<file path="config.mk">
export PLATFORM = sky130hd
export DESIGN_NAME = im2col_pipe_sched
export DESIGN_NICKNAME = d
export VERILOG_FILES = /design/src/rtl/im2col_pipe_sched.sv
export SDC_FILE = /design/constraint.sdc
export NUM_CORES = 1
export LEC_CHECK = 0
export BUFFER_PORTS_ARGS = -buffer_cell sky130_fd_sc_hd__buf_4
export CAP_MARGIN = 20
export CELL_PAD_IN_SITES_DETAIL_PLACEMENT = 1
export CELL_PAD_IN_SITES_GLOBAL_PLACEMENT = 2
export CORE_MARGIN = 5
export CORE_UTILIZATION = 35
export DETAILED_ROUTE_END_ITERATION = 10
export GPL_ROUTABILITY_DRIVEN = 0
export PLACE_DENSITY_LB_ADDON = 0.1
export SKIP_LAST_GASP = 1
export SLEW_MARGIN = 5
export SYNTH_ARGS = -nofsm -noshare
export SYNTH_HDL_FRONTEND = slang
export SYNTH_SLANG_ARGS = --single-unit
</file>
<file path="constraint.sdc">
create_clock -name clk_i -period 3.85 [get_ports clk_i]
set_clock_uncertainty 0.2 [all_clocks]
set_input_delay 0.385 -clock clk_i [delete_from_list [all_inputs] [get_ports clk_i]]
set_output_delay 0.385 -clock clk_i [all_outputs]
set_load 0.05 [all_outputs]
</file>
<file path="src/rtl/im2col_pipe_sched.sv">
// -----------------------------------------------------------------------------
// im2col_pipe_sched
//
// Round-robin scheduler sharing one fixed-latency, free-running datapath
// between NUM_REQ requesters. At most one request is granted per cycle. The
// requester ID of every in-flight item rides on a delay line aligned with the
// datapath. Results are collected in a small output FIFO. Issue is
// credit-gated, so a result is never dropped when the consumer stalls.
//
// Ports:
//   clk_i, rst_ni         clock, asynchronous active-low reset
//   req_valid_i/ready_o   per-requester handshake (ready one-hot or zero)
//   req_data_i            packed request words, requester i at [i*WIDTH +: WIDTH]
//   pipe_valid_o/data_o   word issued into the datapath this cycle
//   pipe_res_i            datapath output, valid LATENCY cycles after issue
//   rsp_valid_o/ready_i   result FIFO head handshake
//   rsp_data_o, rsp_id_o  result word and originating requester at FIFO head
//   busy_o                items in flight or buffered
// -----------------------------------------------------------------------------
module im2col_pipe_sched #(
  parameter int unsigned NUM_REQ    = 4,
  parameter int unsigned WIDTH      = 32,
  parameter int unsigned LATENCY    = 3,
  parameter int unsigned FIFO_DEPTH = 5,
  parameter int unsigned IDW        = $clog2(NUM_REQ)
) (
  input  logic                     clk_i,
  input  logic                     rst_ni,
  input  logic [NUM_REQ-1:0]       req_valid_i,
  output logic [NUM_REQ-1:0]       req_ready_o,
  input  logic [NUM_REQ*WIDTH-1:0] req_data_i,
  output logic                     pipe_valid_o,
  output logic [WIDTH-1:0]         pipe_data_o,
  input  logic [WIDTH-1:0]         pipe_res_i,
  output logic                     rsp_valid_o,
  input  logic                     rsp_ready_i,
  output logic [WIDTH-1:0]         rsp_data_o,
  output logic [IDW-1:0]           rsp_id_o,
  output logic                     busy_o
);

  localparam int unsigned PTRW = (FIFO_DEPTH > 1) ? $clog2(FIFO_DEPTH) : 1;
  // Wide enough to hold inflight + count without wrapping.
  localparam int unsigned CNTW = $clog2(FIFO_DEPTH + LATENCY + 1);

  logic [IDW-1:0]   rr_q;
  logic [LATENCY-1:0] dl_valid_q;
  logic [IDW-1:0]   dl_id_q [LATENCY];

  logic [WIDTH-1:0] fifo_data_q [FIFO_DEPTH];
  logic [IDW-1:0]   fifo_id_q   [FIFO_DEPTH];
  logic [PTRW-1:0]  rd_ptr_q;
  logic [PTRW-1:0]  wr_ptr_q;
  logic [CNTW-1:0]  count_q;

  logic [CNTW-1:0]  inflight;
  logic             issue_ok;
  logic             grant_found;
  logic [IDW-1:0]   grant;
  logic [IDW-1:0]   cand;
  logic             issue;
  logic             push;
  logic             pop;

  function automatic logic [PTRW-1:0] ptr_next(input logic [PTRW-1:0] p);
    return (p == PTRW'(FIFO_DEPTH - 1)) ? '0 : p + 1'b1;
  endfunction

  // ---------------------------------------------------------------------------
  // Credit: every item in the delay line already owns a FIFO slot. A pop in
  // this cycle is deliberately not counted, which keeps rsp_ready_i out of the
  // request-ready path. Reset also blocks issue so outputs go quiet at once.
  // ---------------------------------------------------------------------------
  always_comb begin
    inflight = '0;
    for (int unsigned k = 0; k < LATENCY; k++) begin
      inflight = inflight + CNTW'(dl_valid_q[k]);
    end
  end

  assign issue_ok = rst_ni && ((inflight + count_q) < CNTW'(FIFO_DEPTH));

  // ---------------------------------------------------------------------------
  // Round-robin search starting at rr_q, wrapping at NUM_REQ.
  // ---------------------------------------------------------------------------
  always_comb begin
    grant       = '0;
    grant_found = 1'b0;
    cand        = '0;
    for (int unsigned k = 0; k < NUM_REQ; k++) begin
      cand = IDW'((32'(rr_q) + k) % NUM_REQ);
      if (!grant_found && req_valid_i[cand]) begin
        grant_found = 1'b1;
        grant       = cand;
      end
    end
  end

  assign issue = issue_ok && grant_found;

  always_comb begin
    req_ready_o  = '0;
    pipe_valid_o = 1'b0;
    pipe_data_o  = '0;
    if (issue) begin
      req_ready_o[grant] = 1'b1;
      pipe_valid_o       = 1'b1;
      pipe_data_o        = req_data_i[grant*WIDTH +: WIDTH];
    end
  end

  // ---------------------------------------------------------------------------
  // Round-robin pointer
  // ---------------------------------------------------------------------------
  always_ff @(posedge clk_i or negedge rst_ni) begin
    if (!rst_ni) begin
      rr_q <= '0;
    end else if (issue) begin
      rr_q <= (grant == IDW'(NUM_REQ - 1)) ? '0 : grant + 1'b1;
    end
  end

  // ---------------------------------------------------------------------------
  // ID delay line, aligned with the datapath registers
  // ---------------------------------------------------------------------------
  always_ff @(posedge clk_i or negedge rst_ni) begin
    if (!rst_ni) begin
      dl_valid_q <= '0;
      for (int unsigned k = 0; k < LATENCY; k++) begin
        dl_id_q[k] <= '0;
      end
    end else begin
      dl_valid_q[0] <= issue;
      dl_id_q[0]    <= grant;
      for (int unsigned k = 1; k < LATENCY; k++) begin
        dl_valid_q[k] <= dl_valid_q[k-1];
        dl_id_q[k]    <= dl_id_q[k-1];
      end
    end
  end

  // ---------------------------------------------------------------------------
  // Result FIFO
  // ---------------------------------------------------------------------------
  assign push        = dl_valid_q[LATENCY-1];
  assign rsp_valid_o = (count_q != '0);
  assign pop         = rsp_valid_o && rsp_ready_i;

  always_ff @(posedge clk_i or negedge rst_ni) begin
    if (!rst_ni) begin
      for (int unsigned k = 0; k < FIFO_DEPTH; k++) begin
        fifo_data_q[k] <= '0;
        fifo_id_q[k]   <= '0;
      end
      rd_ptr_q <= '0;
      wr_ptr_q <= '0;
      count_q  <= '0;
    end else begin
      if (push) begin
        fifo_data_q[wr_ptr_q] <= pipe_res_i;
        fifo_id_q[wr_ptr_q]   <= dl_id_q[LATENCY-1];
        wr_ptr_q              <= ptr_next(wr_ptr_q);
      end
      if (pop) begin
        rd_ptr_q <= ptr_next(rd_ptr_q);
      end
      case ({push, pop})
        2'b10:   count_q <= count_q + 1'b1;
        2'b01:   count_q <= count_q - 1'b1;
        default: count_q <= count_q;
      endcase
    end
  end

  assign rsp_data_o = fifo_data_q[rd_ptr_q];
  assign rsp_id_o   = fifo_id_q[rd_ptr_q];
  assign busy_o     = (inflight != '0) || rsp_valid_o;

`ifndef SYNTHESIS
  // The credit scheme makes a push into a full FIFO impossible.
  fifo_no_overflow: assert property (@(posedge clk_i) disable iff (!rst_ni)
    !(push && (count_q == CNTW'(FIFO_DEPTH))));

  grant_onehot: assert property (@(posedge clk_i) disable iff (!rst_ni)
    $onehot0(req_ready_o));

  grant_is_requested: assert property (@(posedge clk_i) disable iff (!rst_ni)
    ((req_ready_o & ~req_valid_i) == '0));
`endif

endmodule

</file>
==> run metrics <==
status=complete, but fails checks; failing checks=setup timing; P per Cell Area=roughly 900 nW/µm²; final cell count without fillers=1,416; Register-to-Register Setup Slack=850 ps; GRT Total Usage=18.7%; Fin. Hold Viols=0; Ys Warns=0; M3 GR Usage=5.88%; die height=178 µm; Comb power frac=a little over half; via count=between 7,000 and 8,000; fin nets=1,207; Post-Syn Area=9840 µm²; final worst path period share=100%; cell leakage power=0.00634 µW; Sequential Area=4780 µm²; die area=31,600 µm²; area of the multi-input gates=approximately 5000 µm²; RSZ-0062 raised after global routing=yes; RR Startpoint=dl_valid_q[0]; vias in the first global route=8,088; max-cap violations=0; io pins=240; Post-synth EDFFs=0; Int Pwr=6780 µW; routed wire length=29,100 µm; Skew-Pair Late Insertion Delay=approximately 430 ps; first-pass GRT wire length=45,900 µm; sw frac=43.3%; Slew Limit Fails=0; final setup violation count=10; Area after DPL=12,300 µm²; HPWL Detailed=19,600 µm; Row Count=61; Worst-path clk slew=70 ps; Syn Area/Cell=12.6 µm²; layout cells sized above 1=49.8%; Final WS setup=-18.1 ps; initial core utilization=35.4%; Reg-to-Reg End=rr_q[0]; minimum clock period=3870 ps; met1 usage=23.5%; Crit Path Category=reg -> out; Hold Path Origin=pipe_res_i[0]; Most used DFF post-synth=dfrtp_1; core area=27,800 µm²; drt wl/cell=between 20 and 25 µm; CTS sink count=around 190; worst slew pin tran=817 ps; Hold Path Depth=2; Max FO, Critical Path=17; Clk pwr share=between 10% and 20%; Psw=5180 µW; initial antenna violation count=1; Die X=~180 µm; peak supply drop=0.462 mV; drt first-iter violations=159; CTS Buf Count=17; Clock Path Buffers=2; Crit. End Element=primary output; register area share after synthesis=just under 50%; dpl cells=about 1,400; fmax=259 MHz; Required @ worst endpoint=3260 ps; Synth Instances=779; synthesized flop and latch total=191; remaining global-route overflow=0; cell area after layout=13,300 µm²; Area growth syn-to-layout=35.3%; Setup crit start kind=flip-flop; worst min path class=in -> reg; CTS tree=done; ys async rst share=between 90% and 100%; drt first pass iters=4; Reg power frac=29.7%; Critical Path AT=3280 ps; Hold Path End=fifo_data_q[64]; distinct cell type count after synthesis=36; largest net degree at the start of global routing=about 100; # DRC=0; H-tree Lvls=4; Detail Route Antenna Nets=0; clk root buf=clkbuf_16; R2R cell count=11; GRT busiest layer=met2; syn nets=962; routing usage on met2=a little under a third; Via density=5.07; worst rel slew slack=45.5%; filler instances=approximately 3,000; IO buf count=239
cell usage after synthesis (all sizes together), types with 9 or more instances:
master / count / area, µm²
mux2: 170 / 2030
nand2: 11 / 41.3
a21oi: 41 / 209
nor2: 38 / 143
clkbuf: 20 / 75.1
o21ai: 9 / 45.0
ha: 13 / 163
buf: 35 / 236
o22ai: 68 / 425
mux2i: 133 / 1330
inv: 16 / 60.1
dfrtp: 191 / 4780
layout make-up:
class | count | share of cell area, %
tap | 378 | 3.55
clock inverter | 13 | 1.32
multi-input combinational | 517 | 37.5
inverter | 16 | 0.451
antenna | 1 | 0.0188
sequential | 191 | 35.9
clock buffer | 19 | 3.33
timing repair buffer | 281 | 17.9
layer usage:
metal / part of all wire, % / vias to the layer above
met5: 0 / -
met3: 6.4 / 19
met1: 43 / 3640
met4: 1.1 / 0
li1: - / 3327
met2: 50 / 193
registers in the layout, indices dropped and copies added (netlist names):
register	flops
count_q	4
dl_id_q	6
dl_valid_q	3
fifo_data_q	160
fifo_id_q	10
rd_ptr_q	3
rr_q	2
wr_ptr_q	3
per-stage QoR:
stage / setup slack [ps] / hold WS, ps / util [%] / total power [µW] / TNS, ps
final: -18.1 / 18.7 / 47.9 / 12000 / -53.7
after floorplan: -14.3 / -111 / - / 8080 / -363
after detailed placement: 237 / 136 / 44.2 / 9940 / 0
after CTS: -50.8 / 2.35 / 47.7 / 12100 / -972
after global placement: 305 / 135 / 44.2 / 9840 / 0
after global routing: -147 / 5.80 / 47.9 / 12700 / -4220
worst max-delay path by stage:
stage	from	to	slack [ps]	depth (start not counted)
2_1_floorplan	dl_valid_q[2]	pipe_data_o[0]	-10	10
3_3_place_gp	dl_valid_q[0]	pipe_data_o[13]	310	11
3_5_place_dp	dl_valid_q[0]	pipe_data_o[12]	240	11
4_1_cts	dl_valid_q[0]	pipe_data_o[29]	-50	11
5_1_grt	dl_valid_q[0]	pipe_data_o[10]	-150	11
6_report	dl_valid_q[0]	pipe_data_o[10]	-20	11
timing repair:
item                                   in CTS  in global routing
pin swaps                                   0                  1
gates resized for setup                    42                  8
cloned                                      1                  0
endpoints found under the hold margin      73                  0
setup endpoints to repair                  32                 36
hold buffers                               14                  0
buffers inserted                            4                  1
logic make-up after synthesis:
logic type	synth area share, %
compound gates	7.54
xor+xnor	0.445
fa+ha+maj	2.26
buf+inv	3.78
flops	48.6
mux	34.1
simple gates	3.28
placed cells by master, fill, tap and decap left out, drive strengths merged, types with 2 or more instances in the layout:
master / synthesis / routed
a21oi: 41 / 41
fa: 3 / 3
clkbuf: 20 / 20
xnor2: 2 / 2
clkinvlp: 0 / 3
nor2b: 2 / 2
inv: 16 / 21
nand2b: 3 / 3
mux2: 170 / 170
clkinv: 0 / 2
dlygate4sd3: 0 / 13
ha: 13 / 13
and2: 4 / 4
dfrtp: 191 / 191
mux2i: 133 / 133
xor2: 3 / 3
nor3: 2 / 2
nor2: 38 / 38
buf: 35 / 267
o22ai: 68 / 68
or4: 3 / 3
a21o: 5 / 5
o21ai: 9 / 9
nand2: 11 / 11
bufinv: 0 / 3
power groups by stage:
| stage | sequential [µW] | clock (µW) | combinational (µW) |
|---|---|---|---|
| after global placement | 3550 | 0 | 6290 |
| after floorplan | 3300 | 0 | 4790 |
| after CTS | 3560 | 1910 | 6600 |
| after global routing | 3680 | 1990 | 7030 |
| final | 3550 | 1850 | 6560 |
| after detailed placement | 3590 | 0 | 6360 |
worst max-delay path, stage by stage, from the launching register on:
cell      delay [ps]
dfrtp_1          400
fa_1             570
ha_2             190
inv_1             60
fa_1             480
nor2b_4          130
o211ai_1         130
a21oi_4          210
nand2_4          110
buf_12           180
o22ai_2          210
buf_6            190
No activity file was read; power rests on OpenSTA's default activity.
